--- src/rtl/trig_pacer_pkg.sv ---
// rtl/trig_pacer_pkg.sv - shared defaults and GAP legality bounds for the trigger event pacer
package trig_pacer_pkg;

    localparam int WIDTH_DEF = 16;
    localparam int CNT_W_DEF = 4;
    localparam int GAP_DEF   = 1;
    localparam int GAP_MIN   = 1;
    localparam int GAP_MAX   = 15;
    // Gap timer is sized to hold GAP_MAX - 1, the largest reload value.
    localparam int GAP_TMR_W = 4;

endpackage

--- src/rtl/trig_pacer_lane.sv ---
// rtl/trig_pacer_lane.sv - one lane: pending-event counter, gap timer, pulse issue and sticky overflow
module trig_pacer_lane
    import trig_pacer_pkg::*;
#(
    parameter int CNT_W = CNT_W_DEF,
    parameter int GAP   = GAP_DEF
) (
    input  logic clk_i,
    input  logic rst_i,
    input  logic ev_i,
    input  logic flush_i,
    input  logic ovf_clear_i,
    output logic trig_o,
    output logic pend_o,
    output logic ovf_o
);

    localparam logic [CNT_W-1:0]     CNT_MAX    = '1;
    localparam logic [GAP_TMR_W-1:0] GAP_RELOAD = GAP_TMR_W'(GAP - 1);

    logic [CNT_W-1:0]     count_q, count_d;
    logic [GAP_TMR_W-1:0] gap_q, gap_d;
    logic                 trig_q, pend_q, ovf_q, ovf_d;
    logic                 fire, sat;

    always_comb begin
        fire    = !trig_q && (gap_q == '0) && ((count_q != '0) || ev_i);
        sat     = (count_q == CNT_MAX) && ev_i && !fire;
        count_d = count_q;
        if (ev_i && !fire && !sat) begin
            count_d = count_q + CNT_W'(1);
        end else if (!ev_i && fire) begin
            count_d = count_q - CNT_W'(1);
        end
        // The high cycle itself blocks refire, so the timer covers the remaining GAP-1 low cycles.
        gap_d = gap_q;
        if (trig_q) begin
            gap_d = GAP_RELOAD;
        end else if (gap_q != '0) begin
            gap_d = gap_q - GAP_TMR_W'(1);
        end
        ovf_d = ovf_q;
        if (sat) begin
            ovf_d = 1'b1;
        end else if (ovf_clear_i) begin
            ovf_d = 1'b0;
        end
    end

    always_ff @(posedge clk_i) begin
        if (rst_i) begin
            count_q <= '0;
            gap_q   <= '0;
            trig_q  <= 1'b0;
            pend_q  <= 1'b0;
            ovf_q   <= 1'b0;
        end else if (flush_i) begin
            // Events this cycle are dropped, so only the clear can touch overflow.
            count_q <= '0;
            gap_q   <= '0;
            trig_q  <= 1'b0;
            pend_q  <= 1'b0;
            ovf_q   <= ovf_clear_i ? 1'b0 : ovf_q;
        end else begin
            count_q <= count_d;
            gap_q   <= gap_d;
            trig_q  <= fire;
            pend_q  <= (count_d != '0);
            ovf_q   <= ovf_d;
        end
    end

    assign trig_o = trig_q;
    assign pend_o = pend_q;
    assign ovf_o  = ovf_q;

endmodule

--- src/rtl/trig_event_pacer.sv ---
// rtl/trig_event_pacer.sv - paces event strobes into distinct Trigger Out pulses, one independent lane per bit
module trig_event_pacer
    import trig_pacer_pkg::*;
#(
    parameter int WIDTH = WIDTH_DEF,
    parameter int CNT_W = CNT_W_DEF,
    parameter int GAP   = GAP_DEF
) (
    input  logic             ep_clk,
    input  logic             ep_reset,
    input  logic [WIDTH-1:0] ev_in,
    input  logic             flush,
    input  logic [WIDTH-1:0] ovf_clear,
    output logic [WIDTH-1:0] ep_trigger,
    output logic [WIDTH-1:0] pending,
    output logic [WIDTH-1:0] overflow
);

    if (GAP < GAP_MIN || GAP > GAP_MAX) begin : g_bad_gap
        $error("trig_event_pacer: GAP must be within 1..15");
    end
    if (CNT_W < 1) begin : g_bad_cnt_w
        $error("trig_event_pacer: CNT_W must be at least 1");
    end

    for (genvar i = 0; i < WIDTH; i++) begin : g_lane
        trig_pacer_lane #(
            .CNT_W (CNT_W),
            .GAP   (GAP)
        ) u_lane (
            .clk_i       (ep_clk),
            .rst_i       (ep_reset),
            .ev_i        (ev_in[i]),
            .flush_i     (flush),
            .ovf_clear_i (ovf_clear[i]),
            .trig_o      (ep_trigger[i]),
            .pend_o      (pending[i]),
            .ovf_o       (overflow[i])
        );
    end

endmodule

--- config.mk ---
export PLATFORM = sky130hd
export DESIGN_NAME = trig_event_pacer
export DESIGN_NICKNAME = d
export VERILOG_FILES = /design/src/rtl/trig_pacer_pkg.sv /design/src/rtl/trig_pacer_lane.sv /design/src/rtl/trig_event_pacer.sv
export SDC_FILE = /design/constraint.sdc
export NUM_CORES = 1
export LEC_CHECK = 0
export ABC_AREA = 1
export ABC_CLOCK_PERIOD_IN_PS = 1500
export CELL_PAD_IN_SITES_DETAIL_PLACEMENT = 0
export CELL_PAD_IN_SITES_GLOBAL_PLACEMENT = 1
export CORE_MARGIN = 1
export CORE_UTILIZATION = 30
export DETAILED_ROUTE_END_ITERATION = 10
export HOLD_SLACK_MARGIN = 0.03
export PLACE_DENSITY_LB_ADDON = 0.1
export SETUP_SLACK_MARGIN = 0.05
export SLEW_MARGIN = 20
export SYNTH_ARGS = -nofsm -noshare
export SYNTH_HDL_FRONTEND = slang
export SYNTH_SLANG_ARGS = --single-unit
--- constraint.sdc ---
create_clock -name ep_clk -period 1.5 [get_ports ep_clk]
set_input_delay 0.3 -clock ep_clk [delete_from_list [all_inputs] [get_ports ep_clk]]
set_output_delay 0.3 -clock ep_clk [all_outputs]
set_load 0.01 [all_outputs]
==> out/qor.csv <==
stage,metric,value,unit
status,status,"complete, no violations",
setup_path,critPathBufInv,1,
clocking,cts_max_level,4,
routing,vias,10272,
pwr,comb_power_share,43.4,%
clocking,root_buffer,clkbuf_16,
finish,final_area,15900,um2
routing,drc,0,
finish,fillers,3465,
place,dp_hpwl,19200,um
setup_path,critical_path.top_delay_family,simple AND/OR/NAND/NOR gates,
timing,timing_hold_violations_final,0,
timing,maxSlewHeadroom,80.3,%
timing,min_period,1.48,ns
setup_path,start_kind,register,
pwr,switching_share,34.8,%
yosys,ys_async_sr_fraction,0,%
setup_path,cp.required,1.83,ns
timing,rsz0062_at_grt,true,
finish,layout.nets,1919,
flow_run,drv_cap,0,
global_route,grt_pass1_wl,44200,um
timing,clock_skew,0.0105,ns
floorplan,start_util,30.6,%
finish,drive_gt1_share,41.3,%
global_route,grt_overflow,0,
finish,final_util,45.8,%
yosys,netlist_area,10600,um2
timing,max_clock_freq,0.677,GHz
global_route,grt_max_degree,28,
floorplan,top_level_ports,83,
global_route,antenna_found_initial,0,
pwr,p_int,11.9,mW
pwr,finalPower,18.3,mW
worst_hold_path,hold_path.class,in2reg,
yosys,ys_types,38,
yosys,synth_edf_count,0,
floorplan,die_w,190,um
pwr,irDropWorstVdd,0.829,mV
yosys,yosysSeqAreaShare,33.3,%
clocking,cts-buffers-inserted,17,
global_route,grt_pass1_vias,9893,
global_route,grt_usage,14.9,%
pwr,power.leakage,7.50,nW
place,io_buffers,82,
routing,finalWirelength,26700,um
setup_path,max_stage_delay,0.32,ns
clocking,clk_pin_slew,0.07,ns
timing,drv_slew,0,
finish,syn2layout_area_growth,49.8,%
clocking,insertion_delay,0.45,ns
yosys,synth_nets,1591,
timing,finalCritPeriodShare,98.4,%
routing,ant_nets,0,
routing,first_pass_iters,5,
finish,n_antenna_cell,0,
timing,finalSetupViolCount,0,
routing,routedWlPerCell,11.7,um
pwr,p_clk_share,26.1,%
setup_path,endpoint_kind,register,
pwr,pwr-share-seq,30.5,%
finish,instances_no_fill,2286,
yosys,synth_seq_cells,176,
yosys,synth.avg_cell_area,7.10,um2
timing,whs,0.392,ns
routing,viasPerCell,4.49,
floorplan,die_h,190,um
floorplan,die-area,36100,um2
setup_path,timing.critical_path.fanout_max,4,
timing,worstMarginPinSlew,0.295,ns
pwr,switchingPower,6.37,mW
yosys,synth_ff_type,dfxtp_1,
setup_path,worstPathCellList,inv_2 -> ha_4 -> nand3b_1 -> nor2_2 -> nand3_1 -> nand3_2 -> nand2_1 -> nor2_1 -> a21oi_1,
routing,drtIter0Drc,240,
setup_path,arrival,1.81,ns
floorplan,row_count,68,
setup_path,crit_slowest_cell,dfxtp_2,
place,placed_area,13500,um2
floorplan,fp.coreArea,34600,um2
setup_path,worstSetupPathType,reg2reg,
place,placed_cells,2216,
place,gp_congestion,0.805,
clocking,cts.sinks,176,
yosys,postSynthCellCount,1492,
clocking,cts_tree,built,
pwr,powerDensity,1150,nW/um2
clocking,cts_max_path_buffers,2,
yosys,yosysWarnings,0,
==> layout by cell type, fill, tap and decap left out, types with 25 or more instances in the layout <==
master           Yosys  routed
inv_2               10      63
ha_1                64      25
nor2_1             155     118
dfxtp_1            176     105
xnor2_1             31      31
a21oi_1             81      74
inv_1              157      97
dfxtp_2              0      63
nand3_2             25      52
nand2_2             12      67
nand2_1            372     304
buf_4               48     274
clkdlybuf4s50_1      0      34
nor2_4              11      41
nor3_1              26      26
ha_4                 0      29
nor2_2              23      30
nand4_1             25      25
nand3_1            153     106
nand3_4              6      26
dlygate4sd2_1        0      39
==> power by group through the flow <==
stage	Sequential (mW)	Combinational (mW)	Clock (mW)
finish	5.57	7.94	4.77
global route	5.63	8.85	5.15
CTS	5.50	6.91	5.00
detailed placement	5.59	6.40	0
global placement	5.59	6.43	0
floorplan	5.51	4.03	0
==> area by class of cell <==
class	instances	area, um2	share of cell area (%)
inverters	168	653	4.12
clock inverters	5	100	0.631
flip-flops and latches	176	3630	22.9
multi-input cells	1086	7390	46.6
clock buffers	25	515	3.25
repair buffers	371	3000	18.9
well taps	455	569	3.59
==> path summary, 6_finish.rpt <==
kind | to | cells after the start | from | slack [ns]
max | g_lane[4].u_lane.pend_o$_SDFF_PP0_ | 9 | g_lane[4].u_lane.gap_q[0]$_SDFFE_PP0P_ | 0.02
max reg2reg | g_lane[4].u_lane.pend_o$_SDFF_PP0_ | 9 | g_lane[4].u_lane.gap_q[0]$_SDFFE_PP0P_ | 0.02
min reg2reg | g_lane[9].u_lane.ovf_o$_SDFF_PP0_ | 2 | g_lane[9].u_lane.ovf_o$_SDFF_PP0_ | 0.47
min | g_lane[9].u_lane.ovf_o$_SDFF_PP0_ | 2 | ovf_clear[9] | 0.39
==> sequential cells by signal (all words and copies together) (netlist names) <==
register	flops
g_lane.u_lane.ovf_o	16
g_lane.u_lane.gap_q	64
g_lane.u_lane.pend_o	16
g_lane.u_lane.count_q	64
g_lane.u_lane.trig_o	16
==> cells in the mapped netlist (19+ instances only) <==
cell	instances	share of area (%)
dfxtp_1	176	33
nand4_1	25	1.5
inv_1	157	5.6
o21ai_0	19	0.90
nor2_2	23	1.4
nor2_1	155	5.5
a21oi_1	81	3.8
nand3_1	153	7.2
nor3_1	26	1.2
nand3_2	25	2.4
xnor2_1	31	2.6
nand2_1	372	13
buf_4	48	3.4
ha_1	64	7.6
==> through the flow <==
step                setup TNS, ns  setup WS (ns)
floorplan                       0         0.0529
global placement           -23.88         -0.271
finish                          0         0.0236
CTS                      -0.00695       -0.00695
global route               -0.718         -0.116
detailed placement         -25.45         -0.336
==> cells by family after synthesis <==
group	synth area share [%]
AOI/OAI and AO/OA	8.26
xor gates and xnor gates	3.89
adders and majority gates	7.56
buffers and inverters	9.91
DFF	33.3
and+or+nand+nor	37.1
==> worst register-to-register path, stage by stage (launching register included) <==
cell and delay (ns):
dfxtp_2 0.32, inv_2 0.07, ha_4 0.15, nand3b_1 0.20, nor2_2 0.20, nand3_1 0.11, nand3_2 0.08, nand2_1 0.05
nor2_1 0.11, a21oi_1 0.07
==> metal layers <==
metal	wire [um]	part of all wire, %	global-route usage [%]
met3	580	2.2	2.56
met4	377	1.4	4.96
met5	0	0	0
met1	12600	47	18.4
met2	13200	49	26.0
==> timing repair <==
action | 4_1_cts | 5_1_grt
setup endpoints to repair | 85 | 70
hold endpoints to repair | 0 | 0
resized for setup | 203 | 324
hold buffers | 0 | 0
pin swaps | 51 | 154
setup buffers | 15 | 25
Power figures use the tool's default switching activity.
